File: src/rtl/iic_pkg.sv
// Shared I2C definitions: FSM state encoding, ACK/NACK levels, idle-read byte.
package iic_pkg;

    localparam int unsigned BIT_CNT_W = 4;

    localparam logic [2:0] ST_IDLE     = 3'd0;
    localparam logic [2:0] ST_ADDR     = 3'd1;
    localparam logic [2:0] ST_ADDR_ACK = 3'd2;
    localparam logic [2:0] ST_WR_DATA  = 3'd3;
    localparam logic [2:0] ST_WR_ACK   = 3'd4;
    localparam logic [2:0] ST_RD_DATA  = 3'd5;
    localparam logic [2:0] ST_RD_ACK   = 3'd6;
    localparam logic [2:0] ST_IGNORE   = 3'd7;

    typedef enum logic [2:0] {
        S_IDLE     = ST_IDLE,
        S_ADDR     = ST_ADDR,
        S_ADDR_ACK = ST_ADDR_ACK,
        S_WR_DATA  = ST_WR_DATA,
        S_WR_ACK   = ST_WR_ACK,
        S_RD_DATA  = ST_RD_DATA,
        S_RD_ACK   = ST_RD_ACK,
        S_IGNORE   = ST_IGNORE
    } iic_state_e;

    localparam logic ACK_BIT  = 1'b0;
    localparam logic NACK_BIT = 1'b1;

    // Byte sent when a read finds the transmit FIFO empty
    localparam logic [7:0] IDLE_READ_BYTE = 8'hFF;

endpackage

File: src/rtl/iic_slave_bus_sync.sv
// SCL/SDA synchronizers plus history flops; emits registered bus events
// (scl_rise, scl_fall, START, STOP) and the SDA level seen with them.
module iic_slave_bus_sync #(
    parameter int unsigned SYNC_STAGES = 2
) (
    input  logic clk,
    input  logic arst,
    input  logic scl_i,
    input  logic sda_i,
    output logic scl_rise_o,
    output logic scl_fall_o,
    output logic start_o,
    output logic stop_o,
    output logic sda_lvl_o
);

    localparam int unsigned STAGES = (SYNC_STAGES < 2) ? 2 : SYNC_STAGES;

    logic [STAGES-1:0] scl_sync_q;
    logic [STAGES-1:0] sda_sync_q;
    logic              scl_hist_q;
    logic              sda_hist_q;
    logic              scl_rise_q;
    logic              scl_fall_q;
    logic              start_q;
    logic              stop_q;
    logic              sda_lvl_q;
    logic              scl_s;
    logic              sda_s;

    assign scl_s = scl_sync_q[STAGES-1];
    assign sda_s = sda_sync_q[STAGES-1];

    // Synchronizer chains reset to the idle (released) bus level
    always_ff @(posedge clk or posedge arst) begin
        if (arst) begin
            scl_sync_q <= '1;
            sda_sync_q <= '1;
            scl_hist_q <= 1'b1;
            sda_hist_q <= 1'b1;
            scl_rise_q <= 1'b0;
            scl_fall_q <= 1'b0;
            start_q    <= 1'b0;
            stop_q     <= 1'b0;
            sda_lvl_q  <= 1'b1;
        end else begin
            scl_sync_q <= {scl_sync_q[STAGES-2:0], scl_i};
            sda_sync_q <= {sda_sync_q[STAGES-2:0], sda_i};
            scl_hist_q <= scl_s;
            sda_hist_q <= sda_s;
            scl_rise_q <= scl_s & ~scl_hist_q;
            scl_fall_q <= ~scl_s & scl_hist_q;
            start_q    <= scl_s & scl_hist_q & sda_hist_q & ~sda_s;
            stop_q     <= scl_s & scl_hist_q & ~sda_hist_q & sda_s;
            sda_lvl_q  <= sda_s;
        end
    end

    assign scl_rise_o = scl_rise_q;
    assign scl_fall_o = scl_fall_q;
    assign start_o    = start_q;
    assign stop_o     = stop_q;
    assign sda_lvl_o  = sda_lvl_q;

endmodule

File: src/rtl/iic_slave_engine.sv
// I2C target engine: decodes START/STOP/address, ACKs its own address,
// writes received bytes to the RX FIFO and sends bytes from the TX FIFO.
// Optional clock stretching on FIFO empty/full: IIC_SLAVE_CLK_STRETCH_EN.
module iic_slave_engine
    import iic_pkg::*;
#(
    parameter logic [6:0]  SLAVE_ADDR  = 7'h50,
    parameter int unsigned SYNC_STAGES = 2
) (
    input  logic       clk,
    input  logic       arst,
    input  logic       scl_i,
    output logic       scl_o,
    output logic       scl_t,
    input  logic       sda_i,
    output logic       sda_o,
    output logic       sda_t,
    output logic [8:0] rx_data,
    output logic       rx_wr,
    input  logic       rx_full,
    input  logic [7:0] tx_data,
    output logic       tx_rd,
    input  logic       tx_empty,
    output logic       busy,
    output logic       stop_det
);

    logic scl_rise, scl_fall, start_ev, stop_ev, sda_lvl;

    iic_slave_bus_sync #(.SYNC_STAGES(SYNC_STAGES)) u_sync (
        .clk        (clk),
        .arst       (arst),
        .scl_i      (scl_i),
        .sda_i      (sda_i),
        .scl_rise_o (scl_rise),
        .scl_fall_o (scl_fall),
        .start_o    (start_ev),
        .stop_o     (stop_ev),
        .sda_lvl_o  (sda_lvl)
    );

    iic_state_e           state_q,   state_d;
    logic [BIT_CNT_W-1:0] bit_cnt_q, bit_cnt_d;
    logic [7:0]           shift_q,   shift_d;
    logic                 rw_q,      rw_d;
    logic                 first_q,   first_d;
    logic                 sda_q,     sda_d;
    logic                 hold_q,    hold_d;
    logic [8:0]           rx_data_q, rx_data_d;
    logic                 rx_wr_q,   rx_wr_d;
    logic                 tx_rd_q,   tx_rd_d;
    logic                 busy_q,    busy_d;
    logic                 stop_q,    stop_d;
    logic                 load_req;
    logic                 wr_req;
    logic [7:0]           addr_byte;

    assign addr_byte = {shift_q[6:0], sda_lvl};

    // State and output registers; reset releases both lines immediately
    always_ff @(posedge clk or posedge arst) begin
        if (arst) begin
            state_q   <= S_IDLE;
            bit_cnt_q <= '0;
            shift_q   <= '0;
            rw_q      <= 1'b0;
            first_q   <= 1'b0;
            sda_q     <= 1'b1;
            hold_q    <= 1'b0;
            rx_data_q <= '0;
            rx_wr_q   <= 1'b0;
            tx_rd_q   <= 1'b0;
            busy_q    <= 1'b0;
            stop_q    <= 1'b0;
        end else begin
            state_q   <= state_d;
            bit_cnt_q <= bit_cnt_d;
            shift_q   <= shift_d;
            rw_q      <= rw_d;
            first_q   <= first_d;
            sda_q     <= sda_d;
            hold_q    <= hold_d;
            rx_data_q <= rx_data_d;
            rx_wr_q   <= rx_wr_d;
            tx_rd_q   <= tx_rd_d;
            busy_q    <= busy_d;
            stop_q    <= stop_d;
        end
    end

    // Next-state logic: STOP/START first, then per-state bit handling, then
    // the shared read-byte load and write-byte commit paths
    always_comb begin
        state_d   = state_q;
        bit_cnt_d = bit_cnt_q;
        shift_d   = shift_q;
        rw_d      = rw_q;
        first_d   = first_q;
        sda_d     = sda_q;
        hold_d    = hold_q;
        rx_data_d = rx_data_q;
        rx_wr_d   = 1'b0;
        tx_rd_d   = 1'b0;
        busy_d    = busy_q;
        stop_d    = 1'b0;
        load_req  = 1'b0;
        wr_req    = 1'b0;

        if (stop_ev) begin
            state_d = S_IDLE;
            sda_d   = NACK_BIT;
            hold_d  = 1'b0;
            busy_d  = 1'b0;
            stop_d  = 1'b1;
        end else if (start_ev) begin
            state_d   = S_ADDR;
            bit_cnt_d = '0;
            sda_d     = NACK_BIT;
            hold_d    = 1'b0;
            first_d   = 1'b1;
        end else begin
            case (state_q)
                S_ADDR: begin
                    if (scl_rise) begin
                        shift_d   = addr_byte;
                        bit_cnt_d = bit_cnt_q + BIT_CNT_W'(1);
                        if (bit_cnt_q == BIT_CNT_W'(7)) begin
                            bit_cnt_d = '0;
                            rw_d      = addr_byte[0];
                            if (addr_byte[7:1] == SLAVE_ADDR) begin
                                state_d = S_ADDR_ACK;
                                busy_d  = 1'b1;
                            end else begin
                                state_d = S_IGNORE;
                            end
                        end
                    end
                end
                S_ADDR_ACK: begin
                    if (hold_q) begin
                        load_req = 1'b1;
                    end else if (scl_fall) begin
                        if (bit_cnt_q == '0) begin
                            sda_d     = ACK_BIT;
                            bit_cnt_d = BIT_CNT_W'(1);
                        end else if (!rw_q) begin
                            sda_d     = NACK_BIT;
                            bit_cnt_d = '0;
                            state_d   = S_WR_DATA;
                        end else begin
                            load_req = 1'b1;
                        end
                    end
                end
                S_WR_DATA: begin
                    if (hold_q) begin
                        wr_req = 1'b1;
                    end else if (scl_rise) begin
                        shift_d   = addr_byte;
                        bit_cnt_d = bit_cnt_q + BIT_CNT_W'(1);
                    end else if (scl_fall && bit_cnt_q == BIT_CNT_W'(8)) begin
                        wr_req = 1'b1;
                    end
                end
                S_WR_ACK: begin
                    if (scl_fall) begin
                        sda_d     = NACK_BIT;
                        bit_cnt_d = '0;
                        state_d   = S_WR_DATA;
                    end
                end
                S_RD_DATA: begin
                    if (scl_fall) begin
                        if (bit_cnt_q == BIT_CNT_W'(8)) begin
                            sda_d     = NACK_BIT;
                            bit_cnt_d = '0;
                            state_d   = S_RD_ACK;
                        end else begin
                            sda_d     = shift_q[7];
                            shift_d   = {shift_q[6:0], 1'b1};
                            bit_cnt_d = bit_cnt_q + BIT_CNT_W'(1);
                        end
                    end
                end
                S_RD_ACK: begin
                    if (hold_q) begin
                        load_req = 1'b1;
                    end else if (scl_rise && bit_cnt_q == '0) begin
                        if (sda_lvl) begin
                            state_d = S_IGNORE;
                        end else begin
                            bit_cnt_d = BIT_CNT_W'(1);
                        end
                    end else if (scl_fall && bit_cnt_q == BIT_CNT_W'(1)) begin
                        load_req = 1'b1;
                    end
                end
                default: ;
            endcase

            if (load_req) begin
                if (!tx_empty) begin
                    tx_rd_d   = 1'b1;
                    sda_d     = tx_data[7];
                    shift_d   = {tx_data[6:0], 1'b1};
                    bit_cnt_d = BIT_CNT_W'(1);
                    hold_d    = 1'b0;
                    state_d   = S_RD_DATA;
                end else begin
`ifdef IIC_SLAVE_CLK_STRETCH_EN
                    sda_d  = NACK_BIT;
                    hold_d = 1'b1;
`else
                    sda_d     = IDLE_READ_BYTE[7];
                    shift_d   = {IDLE_READ_BYTE[6:0], 1'b1};
                    bit_cnt_d = BIT_CNT_W'(1);
                    state_d   = S_RD_DATA;
`endif
                end
            end

            if (wr_req) begin
                if (!rx_full) begin
                    rx_wr_d   = 1'b1;
                    rx_data_d = {first_q, shift_q};
                    first_d   = 1'b0;
                    sda_d     = ACK_BIT;
                    hold_d    = 1'b0;
                    state_d   = S_WR_ACK;
                end else begin
`ifdef IIC_SLAVE_CLK_STRETCH_EN
                    hold_d = 1'b1;
`else
                    state_d = S_IGNORE;
`endif
                end
            end
        end
    end

`ifdef IIC_SLAVE_CLK_STRETCH_EN
    assign scl_o = ~hold_q;
`else
    assign scl_o = 1'b1;
`endif

    assign scl_t    = scl_o;
    assign sda_o    = sda_q;
    assign sda_t    = sda_q;
    assign rx_data  = rx_data_q;
    assign rx_wr    = rx_wr_q;
    assign tx_rd    = tx_rd_q;
    assign busy     = busy_q;
    assign stop_det = stop_q;

endmodule

File: config.mk
export PLATFORM = sky130hd
export DESIGN_NAME = iic_slave_engine
export DESIGN_NICKNAME = d
export VERILOG_FILES = /design/src/rtl/iic_pkg.sv /design/src/rtl/iic_slave_bus_sync.sv /design/src/rtl/iic_slave_engine.sv
export SDC_FILE = /design/constraint.sdc
export NUM_CORES = 1
export LEC_CHECK = 0
export ABC_CLOCK_PERIOD_IN_PS = 2900
export CAP_MARGIN = 10
export CORE_MARGIN = 1
export CORE_UTILIZATION = 39
export DETAILED_ROUTE_END_ITERATION = 12
export DONT_BUFFER_PORTS = 1
export SYNTH_ARGS = -nofsm -noshare
export SYNTH_HDL_FRONTEND = slang
export SYNTH_HIERARCHICAL = 1
export SYNTH_SLANG_ARGS = --single-unit
File: constraint.sdc
create_clock -name clk -period 2.9 [get_ports clk]
set_input_delay 0.145 -clock clk [delete_from_list [all_inputs] [get_ports clk]]
set_output_delay 0.145 -clock clk [all_outputs]
set_load 0.01 [all_outputs]
==> flow_summary.toml, run 1 <==
[timing]
fin_crit_sh = 0.833
finalSetupViolations = 0
rsz0062_at_grt = "no"
finalMaxSlewViolations = 0
min_period_ns = 2.42
fmax_ghz = 0.414
final.setup.tns_ns = 0
worst_slew_pin_slew_ns = 0.698
finClkSkew_ns = 0.00660
hold_viol = 0
worst_slew_margin_rel = 0.534

[power_and_ir_drop]
swShare = 0.393
p_switching_uw = 935
power_frac_clock = 0.198
p_int_mw = 1.44
seqPwrFrac = 0.391
p_leak_nw = 1.08
power_density_mw_per_mm2 = 933
p_comb_frac = 0.411
peakVddDrop_mv = 0.486

[logic_synthesis]
ys.flop_type = "dfrtp_1"
synth_top_area_share = 0.371
syn_inst = 227
synthArstFlopShare = 1.00
synth_largest_area_cell = "dfrtp_1"
yosys_register_bits = 42
synth.area.top_cells = "dfrtp_1, dfstp_2, nand2_1"
yosys_warnings = 6
synth-edff-count = 0
synth_area_sq_mm = 0.00236
ys_types = 66
avgSynthCellArea_sq_um = 10.4
yosysSeqAreaShare = 0.448

[detailed_routing]
route.vias.total = 1725
drt_iter0_drc = 97
postRouteAntennaNets = 0
routed_wl_mm = 5.11
wl_per_cell_um = 16.9
drtPass1Iterations = 4
vias_per_cell = 5.71
drc = 0

[clock_network]
cts_setup_buffers = 0
cts.htree.levels = 2
cts_tree = "yes"
cts-resized-gates = 0
clockBufferDepth = 2
cts.sink_count = 42
path_clk_slew_ns = 0.09
cts-buffers-inserted = 5
cts_root_buf = "clkbuf_8"
clk_latency_ns = 0.30

[min_path]
hp-class = "in2reg"

[critical_path]
path_class = "reg2reg"
crit_chain = "inv_1 > ha_1 > or3b_4 > a31oi_2 > a21o_2 > a221oi_4 > o21a_4 > o221a_1"
cp_top_family = "compound AO/OA/AOI/OAI gates"
cpPeakStageDelay_ns = 0.44
cp_slowest_cell = "dfrtp_1"
cp.arrival_ns = 2.61
worst_setup_path_end_kind = "flop"
worst-path-buf-inv = 1
crit_fanout = 13
worstSetupStartpointType = "flop"
crit_required_ns = 3.09

[cells_and_area]
post-route-util = 0.449
syn_to_final_growth_pct = 7.83
num_antenna_cells = 0
layout.nets = 246
final_common_cell = "dfrtp_1"
finish.instance_area_sq_mm = 0.00255
drive_gt1_frac = 0.191
mostFrequentLayoutCells = "dfrtp_1, nand2_1, o21ai_0, inv_1"

[global_routing]
antenna_found_initial = 0
grt_pass1_wl_mm = 8.76
grt_max_degree = 22
grt_pass1_vias = 1720
grt-ovfl-total = 0
grt_usage = 0.180

[run_status]
outcome = "finished, final reports clean"

[placement]
hpwl_mm = 3.71
portBuffers = 0
dpl-instance-area_sq_mm = 0.00240
gp_congestion = 0.815

[floorplanning]
die_y_um = 79.8
num_rows = 27
io_pins = 31
core_area_sq_mm = 0.00568
die_x_um = 79.8
start_util = 0.416
die-area_sq_mm = 0.00638

[job]
maxCapViolCount = 0
-- worst reg2reg max path: stages, from the launching register on --
cell	delay [ns]
dfrtp_1	0.44
inv_1	0.11
ha_1	0.27
or3b_4	0.43
a31oi_2	0.25
a21o_2	0.33
a221oi_4	0.11
o21a_4	0.14
o221a_1	0.23
-- through the flow --
stage	worst slack (ns)	hold WS [ns]	std cells	total power, mW
2_1_floorplan	0.823	-0.0191	228	1.74
5_1_grt	0.362	0.0638	302	2.55
3_3_place_gp	0.624	0.0187	290	1.89
4_1_cts	0.529	0.0427	302	2.39
6_report	0.485	0.0499	302	2.38
3_5_place_dp	0.539	0.0195	290	1.91
-- per-layer routing --
metal / vias up / part of all wire / global-route usage
li1: 832 / - / -
met4: 0 / 0.015 / 0.0643
met5: - / 0 / 0
met2: 48 / 0.46 / 0.284
met1: 838 / 0.48 / 0.244
met3: 7 / 0.047 / 0.0377
-- state kept, by name (all words and copies together) (netlist names), 2 cells and up --
signal and count:
rx_data 9, shift_q 8, bit_cnt_q 4, state_q 3, u_sync/scl_sync_q 2, u_sync/sda_sync_q 2
-- synthesized netlist by cell type (2+ instances only) --
master and n:
nand2b_1 4, o31ai_1 3, nand2_1 19, a21oi_1 4
ha_1 3, mux2_1 6, o21ai_1 9, inv_1 12
buf_4 5, buf_6 2, dfstp_2 7, o22ai_1 3
or3_1 7, and4b_1 2, and2_1 2, a22oi_1 2
nor3b_1 4, nor3_1 3, o22a_1 2, buf_2 7
dfrtp_1 35, o21ai_0 13, a211oi_1 3, nor2_1 8
nand3b_1 2, nand3_1 9, o211ai_1 4, nor2b_1 6
mux2_2 4
-- cells by family after synthesis --
family	Yosys count	synth area share
compound gates	64	0.230
fa+ha+maj	3	0.0159
buf+inv	27	0.0609
flops	42	0.448
mux	11	0.0519
other cells	1	0.00159
simple gates	79	0.192
-- power groups by stage --
stage	sequential [mW]	clock, mW	combinational [mW]
final	0.930	0.471	0.978
after floorplan	0.848	0	0.896
after global routing	0.957	0.507	1.08
after global placement	0.939	0	0.953
after detailed placement	0.942	0	0.968
after CTS	0.929	0.484	0.977
-- what timing repair did --
item                       in CTS  in global routing
setup endpoints to repair       0                  0
hold buffers                    4                  0
hold endpoints to repair       29                  0
-- final timing paths --
| kind | startpoint | end | slack [ns] | cells past startpoint |
|---|---|---|---|---|
| worst min-delay path | tx_empty | hold_q$_DFF_PP0_ | 0.05 | 1 |
| worst max-delay path | bit_cnt_q[0]$_DFFE_PP0P_ | state_q[0]$_DFFE_PP0P_ | 0.48 | 8 |
| min in group asynchronous | arst | u_sync/start_o$_DFF_PP0_ | 0.26 | 2 |
| max in group asynchronous | arst | sda_o$_DFF_PP1_ | 1.74 | 3 |
| worst max register to register | bit_cnt_q[0]$_DFFE_PP0P_ | state_q[0]$_DFFE_PP0P_ | 0.48 | 8 |
| worst min register to register | u_sync/scl_sync_q[0]$_DFF_PP1_ | u_sync/scl_sync_q[1]$_DFF_PP1_ | 0.36 | 0 |
-- cell type report --
cell class | count | area [sq um]
fillers | 550 | 3130
multi-input cells | 159 | 1160
flip-flops and latches | 42 | 1060
well taps | 72 | 90.1
repair buffers | 9 | 77.6
clock buffers | 5 | 68.8
inverters | 12 | 45.0
clock inverters | 3 | 43.8
Note: power is estimated with default switching activity, not from simulation.
==> run 2: changes to the inputs <==
Settings changed: ABC_CLOCK_PERIOD_IN_PS 2900 to 2500.
Clock period 2.9 ns to 2.5 ns, I/O delays scaled along.
==> run 2 against run 1 <==
Against the previous run:
- combinational power up 18%
- worst hold slack worse by 0.023 ns
- cell count up 0.99%
- first-iteration DRC count down 20%
- sequential share of layout area up 0.061 points
- routed wire length down 3.4%
- clock power down 7.2%
- via count down 1.4%
- critical path depth unchanged
- utilization down 0.066 points
==> flow_summary.toml, run 2 (synthesized netlist as in run 1, its figures left out) <==
[run_status]
outcome = "finished, final reports clean"

[power_and_ir_drop]
power_mw = 2.66
peakVddDrop_mv = 0.707
power_density_mw_per_mm2 = 1040
p_leak_nw = 1.08

[detailed_routing]
drtPass1Iterations = 4
wl_per_cell_um = 16.2
routed_wl_mm = 4.94
drt_iter0_drc = 78
vias_per_cell = 5.58
route.vias.total = 1701
drc = 0
postRouteAntennaNets = 0

[clock_network]
clockBufferDepth = 2
cts-buffers-inserted = 5
path_clk_slew_ns = 0.09
clk_latency_ns = 0.30
cts-resized-gates = 0
cts_tree = "yes"
cts.htree.levels = 2
cts_root_buf = "clkbuf_8"
cts.sink_count = 42

[critical_path]
path_class = "reg2reg"
crit_chain = "inv_1 > ha_1 > or3b_4 > nand2_1 > o221ai_2 > a311oi_4 > o31ai_1 > a32o_1"
r2r-end = "bit_cnt_q[2]$_DFFE_PP0P_"
cp_top_family = "compound AO/OA/AOI/OAI gates"
r2r_cells = 8
rr_startpoint = "bit_cnt_q[0]$_DFFE_PP0P_"
crit_required_ns = 2.69
worst_setup_path_end_kind = "flop"
cp.arrival_ns = 2.46
cp_slowest_cell = "dfrtp_1"
crit_fanout = 8
r2r_slack_ns = 0.23
cpPeakStageDelay_ns = 0.43
worstSetupStartpointType = "flop"
worst-path-buf-inv = 1

[min_path]
hold_end = "sda_o$_DFF_PP1_"
hold_depth = 2
hp-class = "in2reg"
hold_start = "tx_data[7]"

[floorplanning]
num_rows = 27
start_util = 0.416
die-area_sq_mm = 0.00638
die_x_um = 79.8
die_y_um = 79.8
core_area_sq_mm = 0.00568
io_pins = 31

[cells_and_area]
syn_to_final_growth_pct = 7.68
drive_gt1_frac = 0.197
n_fill_cell = 563
finish.instance_area_sq_mm = 0.00254
layout.nets = 249
post-route-util = 0.448
final_common_cell = "dfrtp_1"
num_antenna_cells = 0
fin_cells = 305
mostFrequentLayoutCells = "dfrtp_1, nand2_1, o21ai_0, inv_1"
largest_reg_flops = 9

[timing]
rsz0062_at_grt = "no"
fmax_ghz = 0.441
finClkSkew_ns = 0.0105
worst_slew_pin_slew_ns = 0.646
min_period_ns = 2.27
hold_viol = 0
finalSetupViolations = 0
finalMaxSlewViolations = 0
worst_slack_ns = 0.231
final.setup.tns_ns = 0
hold_ws_ns = 0.0274
fin_crit_sh = 0.908
worst_slew_margin_rel = 0.569

[placement]
dp_cells = 293
hpwl_mm = 3.65
portBuffers = 0
preCtsSetupSlack_ns = 0.231
dpl-instance-area_sq_mm = 0.00242
gp_congestion = 0.859

[global_routing]
grt-ovfl-total = 0
grt_usage = 0.170
antenna_found_initial = 0
grt_max_degree = 18
grt_pass1_wl_mm = 8.17
grt_pass1_vias = 1645

[job]
maxCapViolCount = 0
==> run 2: cell types whose count changed in the layout (fill, tap and decap cells not counted), sizes merged <==
cell | previous run | this run
buf | 5 | 8
bufinv | 1 | 0
clkbuf | 5 | 6
clkinv | 1 | 2
inv | 13 | 12
==> run 2: worst max-delay path by stage <==
stage                                         from                       end  slack (ns)  cells past startpoint
after CTS                 bit_cnt_q[0]$_DFFE_PP0P_    rx_data[2]$_DFFE_PP0P_        0.22                      7
after detailed placement  bit_cnt_q[0]$_DFFE_PP0P_    rx_data[2]$_DFFE_PP0P_        0.23                      7
after global routing      bit_cnt_q[0]$_DFFE_PP0P_    shift_q[5]$_DFFE_PP0P_       0.004                      8
final                     bit_cnt_q[0]$_DFFE_PP0P_  bit_cnt_q[2]$_DFFE_PP0P_        0.23                      8
after global placement    bit_cnt_q[0]$_DFFE_PP0P_    rx_data[2]$_DFFE_PP0P_        0.25                      7
after floorplan           bit_cnt_q[0]$_DFFE_PP0P_    state_q[0]$_DFFE_PP0P_        0.42                      8
==> run 2: metal layers <==
metal  vias up  GRT usage  share of wire
li1        832          -              -
met1       819      0.240           0.48
met2        39      0.246           0.44
met3        11     0.0457          0.053
met4         0     0.0661          0.018
met5         -          0              0
==> run 2: cell type report <==
type / instances / area (sq um) / share of cell area
multi-input cells: 159 / 1160 / 0.457
flip-flops and latches: 42 / 1060 / 0.416
repair buffers: 12 / 100 / 0.0393
well taps: 72 / 90.1 / 0.0354
clock buffers: 6 / 72.6 / 0.0285
inverters: 12 / 45.0 / 0.0177
clock inverters: 2 / 13.8 / 0.00541
==> run 2: what timing repair did <==
action / in CTS / in global routing
setup buffers: 0 / 0
hold buffers: 4 / 0
endpoints found under the hold margin: 27 / 0
==> run 2: power by group <==
group          total [mW]  internal, mW  switching [mW]
clock network       0.437         0.197           0.240
registers            1.07         0.856           0.210
logic                1.15         0.537           0.615
